File: src/rtl/ysyx_040066_fetch_seq.sv
// Fetch PC sequencer: owns the architectural fetch PC, issues one fetch
// request at a time, hands each fetched instruction to ID, and applies EX
// redirects. A fetch that is in flight when a redirect arrives is dropped.
module ysyx_040066_fetch_seq #(
   parameter int              XLEN     = 64,
   parameter logic [XLEN-1:0] RESET_PC = 64'h0000_0000_8000_0000
) (
   input  logic            clk,
   input  logic            rst_n,
   output logic            if_req_valid,
   input  logic            if_req_ready,
   output logic [XLEN-1:0] if_req_addr,
   input  logic            if_rsp_valid,
   input  logic [31:0]     if_rsp_inst,
   output logic            id_valid,
   input  logic            id_ready,
   output logic [XLEN-1:0] id_pc,
   output logic [31:0]     id_inst,
   input  logic            ex_redirect,
   input  logic [XLEN-1:0] ex_target,
   output logic            misalign
);

   localparam logic [2:0] S_IDLE = 3'd0;
   localparam logic [2:0] S_REQ  = 3'd1;
   localparam logic [2:0] S_WAIT = 3'd2;
   localparam logic [2:0] S_DROP = 3'd3;
   localparam logic [2:0] S_HOLD = 3'd4;
   localparam logic [2:0] S_HALT = 3'd5;

   logic [2:0]      state_q, state_d;
   logic [XLEN-1:0] pc_q, pc_d;
   logic            pend_valid_q, pend_valid_d;
   logic [XLEN-1:0] pend_pc_q, pend_pc_d;
   logic [XLEN-1:0] id_pc_q, id_pc_d;
   logic [31:0]     id_inst_q, id_inst_d;
   logic            misalign_q, misalign_d;

   logic redir_ok;
   logic redir_bad;

   // A redirect target must be word aligned; anything else halts fetch.
   assign redir_ok  = ex_redirect && (ex_target[1:0] == 2'b00);
   assign redir_bad = ex_redirect && (ex_target[1:0] != 2'b00);

   // Next-state and datapath decisions for the sequencer.
   always_comb begin
      state_d      = state_q;
      pc_d         = pc_q;
      pend_valid_d = pend_valid_q;
      pend_pc_d    = pend_pc_q;
      id_pc_d      = id_pc_q;
      id_inst_d    = id_inst_q;
      misalign_d   = misalign_q;

      if (redir_bad) begin
         // Sticky fault; pending redirect state is deliberately left alone.
         misalign_d = 1'b1;
         state_d    = S_HALT;
      end else begin
         case (state_q)
            S_IDLE: begin
               state_d = S_REQ;
               if (redir_ok) begin
                  pc_d = ex_target;
               end
            end
            S_REQ: begin
               if (if_req_ready) begin
                  if (redir_ok) begin
                     // Request already accepted: its response must be thrown away.
                     pend_valid_d = 1'b1;
                     pend_pc_d    = ex_target;
                     state_d      = S_DROP;
                  end else begin
                     state_d = S_WAIT;
                  end
               end else if (redir_ok) begin
                  // Nothing accepted yet, so the request simply retargets.
                  pc_d = ex_target;
               end
            end
            S_WAIT: begin
               if (if_rsp_valid) begin
                  if (redir_ok) begin
                     pc_d    = ex_target;
                     state_d = S_REQ;
                  end else begin
                     id_inst_d = if_rsp_inst;
                     id_pc_d   = pc_q;
                     state_d   = S_HOLD;
                  end
               end else if (redir_ok) begin
                  pend_valid_d = 1'b1;
                  pend_pc_d    = ex_target;
                  state_d      = S_DROP;
               end
            end
            S_DROP: begin
               if (if_rsp_valid) begin
                  // Latest redirect wins, including one arriving with the response.
                  if (redir_ok) begin
                     pc_d = ex_target;
                  end else if (pend_valid_q) begin
                     pc_d = pend_pc_q;
                  end
                  pend_valid_d = 1'b0;
                  state_d      = S_REQ;
               end else if (redir_ok) begin
                  pend_valid_d = 1'b1;
                  pend_pc_d    = ex_target;
               end
            end
            S_HOLD: begin
               if (redir_ok) begin
                  pc_d    = ex_target;
                  state_d = S_REQ;
               end else if (id_ready) begin
                  pc_d    = pc_q + XLEN'(4);
                  state_d = S_REQ;
               end
            end
            S_HALT: begin
               state_d = S_HALT;
            end
            default: begin
               state_d = S_IDLE;
            end
         endcase
      end
   end

   // State registers with asynchronous active-low reset.
   always_ff @(posedge clk or negedge rst_n) begin
      if (!rst_n) begin
         state_q      <= S_IDLE;
         pc_q         <= RESET_PC;
         pend_valid_q <= 1'b0;
         pend_pc_q    <= '0;
         id_pc_q      <= '0;
         id_inst_q    <= '0;
         misalign_q   <= 1'b0;
      end else begin
         state_q      <= state_d;
         pc_q         <= pc_d;
         pend_valid_q <= pend_valid_d;
         pend_pc_q    <= pend_pc_d;
         id_pc_q      <= id_pc_d;
         id_inst_q    <= id_inst_d;
         misalign_q   <= misalign_d;
      end
   end

   // Request and delivery valids are decoded from state, so they are mutually exclusive.
   assign if_req_valid = (state_q == S_REQ);
   assign if_req_addr  = pc_q;
   assign id_valid     = (state_q == S_HOLD);
   assign id_pc        = id_pc_q;
   assign id_inst      = id_inst_q;
   assign misalign     = misalign_q;

endmodule

File: config.mk
export PLATFORM = sky130hd
export DESIGN_NAME = ysyx_040066_fetch_seq
export DESIGN_NICKNAME = d
export VERILOG_FILES = /design/src/rtl/ysyx_040066_fetch_seq.sv
export SDC_FILE = /design/constraint.sdc
export NUM_CORES = 1
export LEC_CHECK = 0
export BUFFER_PORTS_ARGS = -buffer_cell sky130_fd_sc_hd__buf_2
export CAP_MARGIN = 20
export CORE_UTILIZATION = 30
export DETAILED_ROUTE_END_ITERATION = 7
export GPL_ROUTABILITY_DRIVEN = 0
export PLACE_DENSITY = 0.49
export SYNTH_ARGS = -nofsm -noshare
export SYNTH_HDL_FRONTEND = slang
export SYNTH_SLANG_ARGS = --single-unit
File: constraint.sdc
create_clock -name clk -period 3.84 [get_ports clk]
set_clock_uncertainty 0.15 [all_clocks]
set_input_delay 0.384 -clock clk [delete_from_list [all_inputs] [get_ports clk]]
set_output_delay 0.384 -clock clk [all_outputs]
set_load 0.01 [all_outputs]
==> results of run 1 <==
metrics by stage:
step	instances	power, mW	setup WS, ns	area, um^2
finish	1940	10.1	0.611	15300
global route	1940	10.7	0.489	15300
CTS	1940	10.2	0.635	15300
detailed placement	1792	7.17	0.649	13300
global placement	1791	7.09	0.714	13300
floorplan	1066	5.72	1.03	11300
worst min-delay path, stage by stage:
cell and delay [ns]:
buf_2 0.12, a32oi_1 0.09, o21ai_0 0.13
layer usage:
layer | vias to the layer above | track usage | wire length (um)
met2 | 333 | 0.317 | 17800
met1 | 5041 | 0.286 | 18100
met4 | 0 | 0.0431 | 579
li1 | 4656 | - | -
met5 | - | 0 | 0
met3 | 34 | 0.0301 | 2060
flip-flops by register name, summed over array words and instances, names as in the netlist:
| register | cells |
|---|---|
| if_req_addr | 64 |
| pend_valid_q | 1 |
| misalign | 1 |
| id_inst | 32 |
| pend_pc_q | 64 |
| state_q | 3 |
| id_pc | 64 |
how the worst max path moves through the flow:
stage | startpoint | end | cells past startpoint
floorplan | if_req_addr[2] | if_req_addr[58] | 9
global placement | ex_target[0] | if_req_addr[62] | 8
detailed placement | if_req_addr[2] | if_req_addr[44] | 7
CTS | if_req_addr[2] | if_req_addr[44] | 7
global route | if_req_addr[2] | if_req_addr[44] | 7
finish | if_req_addr[2] | if_req_addr[44] | 7
layout by cell type, fill, tap and decap left out, types with 6 or more instances in the layout:
cell type	count
a21oi_1	38
a221o_1	7
a221oi_1	6
a22oi_1	13
a2bb2oi_1	6
a31oi_1	13
and3_1	13
buf_12	7
buf_2	263
buf_4	22
clkbuf_16	29
clkbuf_8	6
dfrtp_1	228
dlygate4sd3_1	96
inv_1	11
mux2_2	159
nand2_1	79
nand2b_1	7
nand3_1	48
nand4_1	22
nor2_1	60
nor3_1	27
nor4_1	13
o211ai_1	11
o21a_1	11
o21ai_0	98
o22a_1	12
o22ai_1	8
or3_1	8
xnor2_1	6
xor2_1	15
cells by family after synthesis:
logic type / count (synthesis) / synth area share
and+or+nand+nor: 313 / 0.140
AOI/OAI and AO/OA: 258 / 0.147
DFF: 229 / 0.507
adders and majority gates: 1 / 0.00111
xor gates and xnor gates: 21 / 0.0163
muxes: 162 / 0.161
buffers and inverters: 82 / 0.0280
report_power, final:
part	internal [mW]	switching [mW]
combinational	1.40	1.63
sequential	3.20	0.969
clock	1.83	1.09
final cells by class:
cell class                      instances  area share
Sequential cell                       229       0.374
Multi-Input combinational cell        755       0.345
Timing Repair Buffer                  389       0.170
Clock buffer                           39      0.0538
Tap cell                              504      0.0412
Clock inverter                         13      0.0132
Inverter                               11     0.00270
what timing repair did:
item                      CTS  global route
hold buffers               96             0
buffers inserted            0             0
hold endpoints to repair  221             0
gates resized for setup     0             0
==> impl_metrics.env, run 1 <==
export IMPL_drive_gt1_frac=0.358
export IMPL_holdWs_ns=0.0650
export IMPL_cts_htree_levels=1
export IMPL_viasPerCell=5.19
export IMPL_ys_async_sr_fraction=1.00
export IMPL_drtAntennaViolNets=0
export IMPL_syn_nets=1169
export IMPL_wl_mm=38.5
export IMPL_n_fill_cell=3562
export IMPL_cts_tree="built"
export IMPL_nets=1518
export IMPL_worstSetupEndpointType="flop"
export IMPL_crit_buf_inv=0
export IMPL_status="completed"
export IMPL_ioPinCount=265
export IMPL_regArea_um2=5730
export IMPL_synth_flop_cell="dfrtp_1"
export IMPL_netlist_cell_type_count=66
export IMPL_setup_violations=0
export IMPL_numCtsBuffers=29
export IMPL_netlist_instances=1066
export IMPL_hold_path_startpoint="ex_target[0]"
export IMPL_finalMaxSlewViolations=0
export IMPL_min_to="if_req_addr[0]"
export IMPL_clk_pin_slew_ns=0.06
export IMPL_coreArea_um2=36900
export IMPL_grt_pass1_wl_mm=60.1
export IMPL_cts_sinks=229
export IMPL_grtUsageTotal=0.200
export IMPL_worstSetupPathType="reg -> reg"
export IMPL_tightest_slew_ns=0.944
export IMPL_timing_rr_start="if_req_addr[2]"
export IMPL_arrival_ns=3.51
export IMPL_ys_ff_latch=229
export IMPL_grt_overflow_total=0
export IMPL_antenna_found_initial=0
export IMPL_drc_errors=0
export IMPL_max_slew_margin=0.371
export IMPL_hold_depth=3
export IMPL_crit_family="simple AND/OR/NAND/NOR gates"
export IMPL_synth_common_cells="dfrtp_1 (228), mux2_2 (159), o21ai_0 (98)"
export IMPL_vias=10100
export IMPL_path_cells="ha_1, and4_4, or3b_1, or4_1, nor2_1, a21oi_1, o221a_2"
export IMPL_utilization=0.415
export IMPL_startpoint_type="flop"
export IMPL_area_growth_pct=35.4
export IMPL_ys_seq_area_frac=0.507
export IMPL_hold_viol=0
export IMPL_grt_pass1_vias=10000
export IMPL_yosys_area_top_type="dfrtp_1"
export IMPL_synth_edf_count=0
export IMPL_max_stage_delay_ns=0.75
export IMPL_fmax_mhz=310
export IMPL_insertedDiodeCount=0
export IMPL_slowest_stage="or4_1"
export IMPL_synth_top_cell_area_share=0.505
export IMPL_wl_per_cell_um=19.8
export IMPL_num_rows=70
export IMPL_p_leak_nw=7.07
export IMPL_rsz0062_at_grt="false"
export IMPL_clk_latency_ns=0.55
export IMPL_synth_area_um2=11300
export IMPL_clockRootBuffer="clkbuf_16"
export IMPL_ir_drop_uv=358
export IMPL_drt_iter0_markers=572
export IMPL_start_util=0.306
export IMPL_min_path_type="in -> reg"
export IMPL_timing_final_crit_share=0.841
export IMPL_setup_tns_ns=0
export IMPL_cap_violations=0
export IMPL_dieArea_um2=38400
export IMPL_ys_warnings_count=0
export IMPL_dr_pass1_iters=5
export IMPL_path_max_fanout=8
export IMPL_die_w_um=196
export IMPL_p_per_area_nw_per_um2=661
export IMPL_r2r_slack_ns=0.61
export IMPL_clk_path_buf_depth=3
export IMPL_synth_area_per_cell_um2=10.6
export IMPL_worst_r2r_path_depth=7
export IMPL_timing_rr_end="if_req_addr[44]"
export IMPL_place_hpwl_mm=26.0
export IMPL_multi_input_area_um2=5280
export IMPL_cp_data_required_time_ns=4.13
export IMPL_io_buffers=264
export IMPL_period_minus_slack_ns=3.23
export IMPL_synth_most_common_cell="dfrtp_1"
export IMPL_grt_max_degree=113
export IMPL_dieHeight_um=196
export IMPL_yosys_top_cells_area="dfrtp_1 (50%), mux2_2 (16%), o21ai_0 (4.3%)"
(Power assumes the default switching activity.)
==> run 2: changes to the inputs <==
Settings changed: ABC_AREA set to 1, PLACE_DENSITY 0.49 to 0.48.
Clock period 3.84 ns to 3.1 ns, I/O delays scaled along.
==> impl_metrics.env, run 2 <==
export IMPL_finalMaxSlewViolations=0
export IMPL_cp_startpoint="if_req_addr[2]"
export IMPL_synth_area_per_cell_um2=6.99
export IMPL_status="completed"
export IMPL_timing_rr_end="if_req_addr[56]"
export IMPL_fmax_mhz=365
export IMPL_setup_tns_ns=0
export IMPL_grt_pass1_wl_mm=76.8
export IMPL_dieArea_um2=43800
export IMPL_ys_ff_latch=229
export IMPL_worst_r2r_path_depth=12
export IMPL_wl_per_cell_um=18.1
export IMPL_path_max_fanout=6
export IMPL_cp_data_required_time_ns=3.41
export IMPL_insertedDiodeCount=0
export IMPL_m1WireLength_mm=23.3
export IMPL_comb_power_share=0.436
export IMPL_worst_slack_ns=0.359
export IMPL_synth_top_cell_area_share=0.443
export IMPL_dp_slack_ns=0.418
export IMPL_wl_mm=49.5
export IMPL_met2WireLength_mm=22.1
export IMPL_syn_nets=1945
export IMPL_num_rows=75
export IMPL_synth_flop_cell="dfrtp_1"
export IMPL_min_path_type="in -> reg"
export IMPL_max_slew_margin=0.360
export IMPL_period_minus_slack_ns=2.74
export IMPL_synth_edf_count=0
export IMPL_ioPinCount=265
export IMPL_yosys_area_top_type="dfrtp_1"
export IMPL_switching_share=0.443
export IMPL_grt_max_degree=97
export IMPL_viasPerCell=4.84
export IMPL_top_layer="met4"
export IMPL_yosys_top_cells_area="dfrtp_1 (44%), nand2_1 (20%), o21ai_0 (9.0%)"
export IMPL_worstSetupPathType="reg -> reg"
export IMPL_cts_htree_levels=1
export IMPL_p_leak_nw=8.54
export IMPL_ys_seq_area_frac=0.445
export IMPL_nets=2281
export IMPL_ys_async_sr_fraction=1.00
export IMPL_antenna_found_initial=0
export IMPL_clk_path_buf_depth=3
export IMPL_cap_violations=0
export IMPL_worstSetupEndpointType="flop"
export IMPL_dr_pass1_iters=6
export IMPL_cts_tree="built"
export IMPL_start_util=0.306
export IMPL_power_mw=15.4
export IMPL_synth_most_common_cell="nand2_1"
export IMPL_most_common_layout_cells="nand2_1 (678), buf_2 (263), nor2_1 (253)"
export IMPL_internal_power_mw=8.61
export IMPL_clk_latency_ns=0.58
export IMPL_vias=13200
export IMPL_io_buffers=264
export IMPL_die_w_um=209
export IMPL_arrival_ns=3.05
export IMPL_synth_common_cells="nand2_1 (680), nor2_1 (253), o21ai_0 (231)"
export IMPL_final_common_cell="nand2_1"
export IMPL_netlist_instances=1842
export IMPL_coreArea_um2=42100
export IMPL_wl_met3_mm=2.72
export IMPL_cts_resized=0
export IMPL_numCtsBuffers=30
export IMPL_drt_iter0_markers=1016
export IMPL_synth_area_um2=12900
export IMPL_place_hpwl_mm=35.8
export IMPL_grt_pass1_vias=12900
export IMPL_tightest_slew_ns=0.960
export IMPL_cts_sinks=229
export IMPL_n_fill_cell=4426
export IMPL_timing_final_crit_share=0.884
export IMPL_dieHeight_um=209
export IMPL_switching_power_mw=6.83
export IMPL_area_growth_pct=29.7
export IMPL_hold_viol=0
export IMPL_r2r_slack_ns=0.36
export IMPL_timing_rr_start="if_req_addr[2]"
export IMPL_drc_errors=0
export IMPL_clockRootBuffer="clkbuf_16"
export IMPL_cp_endpoint="if_req_addr[56]"
export IMPL_drive_gt1_frac=0.178
export IMPL_grt_overflow_total=0
export IMPL_drtAntennaViolNets=0
export IMPL_clk_pin_slew_ns=0.06
export IMPL_startpoint_type="flop"
export IMPL_netlist_cell_type_count=35
export IMPL_p_seq_frac=0.352
export IMPL_ys_warnings_count=0
export IMPL_grtUsageTotal=0.226
export IMPL_pwr_share_clk=0.212
export IMPL_setup_violations=0
export IMPL_ir_drop_uv=480
export IMPL_rsz0062_at_grt="false"
export IMPL_p_per_area_nw_per_um2=925
run 2: worst min path at each step:
stage	from	endpoint	slack (ns)	depth (start not counted)
detailed placement	rst_n	pend_pc_q[1]	0.25	1
CTS	ex_target[51]	if_req_addr[51]	0.01	5
global route	ex_target[51]	if_req_addr[51]	0.06	5
global placement	rst_n	id_pc[3]	0.25	1
floorplan	rst_n	id_inst[0]	-0.14	0
finish	ex_target[51]	if_req_addr[51]	0.03	5
run 2: final cells by class:
type	instances	area, um^2	area share
tap	539	674	0.0404
clock inverter	6	36.3	0.00217
multi-input combinational	1369	6170	0.369
clock buffer	45	868	0.0520
sequential	229	5730	0.343
inverter	163	612	0.0366
timing repair buffer	385	2610	0.156
run 2: stage by stage:
| step | cell area (um^2) | hold WS, ns | util | std cells |
|---|---|---|---|---|
| 2_1_floorplan | 12900 | -0.136 | - | 1842 |
| 3_3_place_gp | 14900 | 0.253 | 0.353 | 2591 |
| 3_5_place_dp | 14900 | 0.251 | 0.353 | 2591 |
| 4_1_cts | 16700 | 0.0111 | 0.396 | 2736 |
| 5_1_grt | 16700 | 0.0568 | 0.396 | 2736 |
| 6_report | 16700 | 0.0295 | 0.396 | 2736 |
run 2: logic make-up (layout without fill, tap and decap cells):
family / count (synthesis) / in the layout / synth area share
simple gates: 985 / 985 / 0.295
xor+xnor: 12 / 12 / 0.00816
flops: 229 / 229 / 0.445
compound gates: 338 / 338 / 0.145
buf+inv: 244 / 599 / 0.0773
mux: 33 / 33 / 0.0289
fa+ha+maj: 1 / 1 / 0.000972
run 2: repair_timing:
action,in CTS,in global routing
hold endpoints to repair,192,0
hold buffers,94,0
setup buffers,0,0
run 2: power by group through the flow:
stage	sequential, mW	clock (mW)	combinational (mW)
CTS	5.43	3.38	6.78
global route	5.61	3.48	7.57
floorplan	5.59	0	3.60
finish	5.44	3.28	6.73
global placement	5.43	0	6.61
detailed placement	5.47	0	6.65
run 2: per-layer routing:
layer / GRT usage / vias up
li1: - / 6514
met1: 0.315 / 6253
met2: 0.362 / 395
met3: 0.0326 / 72
met4: 0.0685 / 0
met5: 0 / -
run 2: worst max-delay path, cell delays in order (launching register included):
cell and delay (ns):
dfrtp_1 0.44, ha_1 0.23, nand3_1 0.18, inv_1 0.15
nand2_1 0.09, nor2_1 0.61, nand2_1 0.17, nor2_1 0.23
nand3_1 0.10, nand3_1 0.10, nand2_1 0.06, nand2_1 0.05
a21oi_1 0.06
==> run 3: changes to the inputs <==
Settings changed: ABC_AREA 1 to 0, PLACE_DENSITY 0.48 to 0.49.
==> impl_metrics.env, run 3 (same netlist as run 1, synthesis figures left out) <==
export IMPL_place_hpwl_mm=27.0
export IMPL_max_stage_delay_ns=0.75
export IMPL_final_common_cell="buf_2"
export IMPL_dp_slack_ns=0.222
export IMPL_ioPinCount=265
export IMPL_worstSetupEndpointType="flop"
export IMPL_rsz0062_at_grt="false"
export IMPL_dp_cells=1821
export IMPL_drtAntennaViolNets=0
export IMPL_wl_per_cell_um=19.6
export IMPL_utilization=0.420
export IMPL_dr_pass1_iters=5
export IMPL_wl_mm=38.7
export IMPL_min_to="if_req_addr[1]"
export IMPL_instances_no_fill=1971
export IMPL_hold_path_startpoint="ex_target[1]"
export IMPL_slowest_stage="or4_1"
export IMPL_start_util=0.306
export IMPL_drc_errors=0
export IMPL_vias=10100
export IMPL_numCtsBuffers=29
export IMPL_finalMaxSlewViolations=0
export IMPL_crit_buf_inv=0
export IMPL_coreArea_um2=36900
export IMPL_drive_gt1_frac=0.370
export IMPL_setup_tns_ns=0
export IMPL_drt_iter0_markers=575
export IMPL_die_w_um=196
export IMPL_cts_tree="built"
export IMPL_clk_pin_slew_ns=0.06
export IMPL_grtUsageTotal=0.201
export IMPL_clk_latency_ns=0.56
export IMPL_power_mw=12.5
export IMPL_p_leak_nw=7.20
export IMPL_min_path_type="in -> reg"
export IMPL_cp_data_required_time_ns=3.44
export IMPL_hold_depth=3
export IMPL_nets=1548
export IMPL_worst_r2r_path_depth=6
export IMPL_timing_rr_start="if_req_addr[20]"
export IMPL_path_max_fanout=8
export IMPL_max_slew_margin=0.597
export IMPL_cts_htree_levels=1
export IMPL_grt_max_degree=64
export IMPL_dieArea_um2=38400
export IMPL_timing_final_crit_share=0.944
export IMPL_p_per_area_nw_per_um2=807
export IMPL_grt_pass1_vias=10200
export IMPL_cts_setup_buffers=0
export IMPL_critPathMostFrequentCell="or3_1"
export IMPL_dieHeight_um=196
export IMPL_grt_pass1_wl_mm=60.0
export IMPL_clockRootBuffer="clkbuf_16"
export IMPL_r2r_slack_ns=0.17
export IMPL_num_rows=70
export IMPL_area_growth_pct=37.0
export IMPL_timing_rr_end="if_req_addr[58]"
export IMPL_period_minus_slack_ns=2.93
export IMPL_cp_startpoint="if_req_addr[20]"
export IMPL_antenna_found_initial=1
export IMPL_worst_slack_ns=0.174
export IMPL_startpoint_type="flop"
export IMPL_crit_family="simple AND/OR/NAND/NOR gates"
export IMPL_fmax_mhz=342
export IMPL_grt_overflow_total=0
export IMPL_path_cells="nand4_1, or3_1, or4_1, or3_1, a31oi_1, o22a_1"
export IMPL_status="completed"
export IMPL_cap_violations=0
export IMPL_io_buffers=264
export IMPL_arrival_ns=3.26
export IMPL_cts_sinks=229
export IMPL_worstSetupPathType="reg -> reg"
export IMPL_viasPerCell=5.13
export IMPL_setup_violations=0
export IMPL_most_common_layout_cells="buf_2 (263), dfrtp_1 (228), mux2_2 (159)"
export IMPL_tightest_slew_ns=0.604
export IMPL_clk_path_buf_depth=3
export IMPL_ir_drop_uv=421
export IMPL_n_fill_cell=3653
export IMPL_hold_viol=0
run 3: cell count changes in the layout (fill, tap and decap cells not counted), moves of 15 or more:
| cell | change |
|---|---|
| nor3_1 | +24 |
| buf_4 | +35 |
| a22o_1 | -17 |
| a21oi_1 | -23 |
| nor2_1 | -194 |
| nand2_1 | -599 |
| nand3_1 | +15 |
| o21ai_0 | -133 |
| inv_1 | -143 |
| mux2_2 | +126 |
run 3: worst max-delay path by stage:
stage | slack [ns] | to | cells after the start
final | 0.17 | if_req_addr[58] | 6
after global routing | 0.02 | if_req_addr[39] | 6
after CTS | 0.21 | if_req_addr[44] | 6
after detailed placement | 0.22 | if_req_addr[44] | 6
after global placement | 0.28 | if_req_addr[44] | 7
after floorplan | 0.29 | if_req_addr[58] | 9
run 3: where the power goes:
part           internal (mW)  switching (mW)  total, mW
clock                   2.09            1.34       3.43
sequential              3.97            1.08       5.04
combinational           1.87            2.15       4.02
total                   7.92            4.57       12.5
run 3: worst register-to-register path: stages (launching register included):
cell	delay, ns
dfrtp_1	0.45
nand4_1	0.28
or3_1	0.50
or4_1	0.75
or3_1	0.39
a31oi_1	0.19
o22a_1	0.15
run 3: stage by stage:
stage | hold WS [ns] | instance area (um^2)
5_1_grt | 0.0595 | 15500
3_5_place_dp | 0.145 | 13500
2_1_floorplan | -0.136 | 11300
6_report | 0.0407 | 15500
3_3_place_gp | 0.148 | 13500
4_1_cts | 0.00604 | 15500
run 3: final cells by class:
class / instances / area [um^2] / share of cell area
Antenna cell: 1 / 2.50 / 0.000162
Clock buffer: 44 / 872 / 0.0563
Clock inverter: 8 / 98.8 / 0.00638
Inverter: 11 / 41.3 / 0.00267
Multi-Input combinational cell: 755 / 5280 / 0.341
Sequential cell: 229 / 5730 / 0.370
Tap cell: 504 / 631 / 0.0407
Timing Repair Buffer: 419 / 2830 / 0.182
run 3: repair_timing:
item / in CTS / in global routing
hold buffers: 97 / 0
endpoints found under the setup margin: 0 / 2
resized for setup: 0 / 1
hold endpoints to repair: 187 / 0
run 3: metal layers:
layer	vias to the layer above	wire length [um]	GRT usage
li1	4718	-	-
met1	5034	17900	0.275
met2	304	18000	0.327
met3	46	1960	0.0361
met4	0	819	0.0501
met5	-	0	0
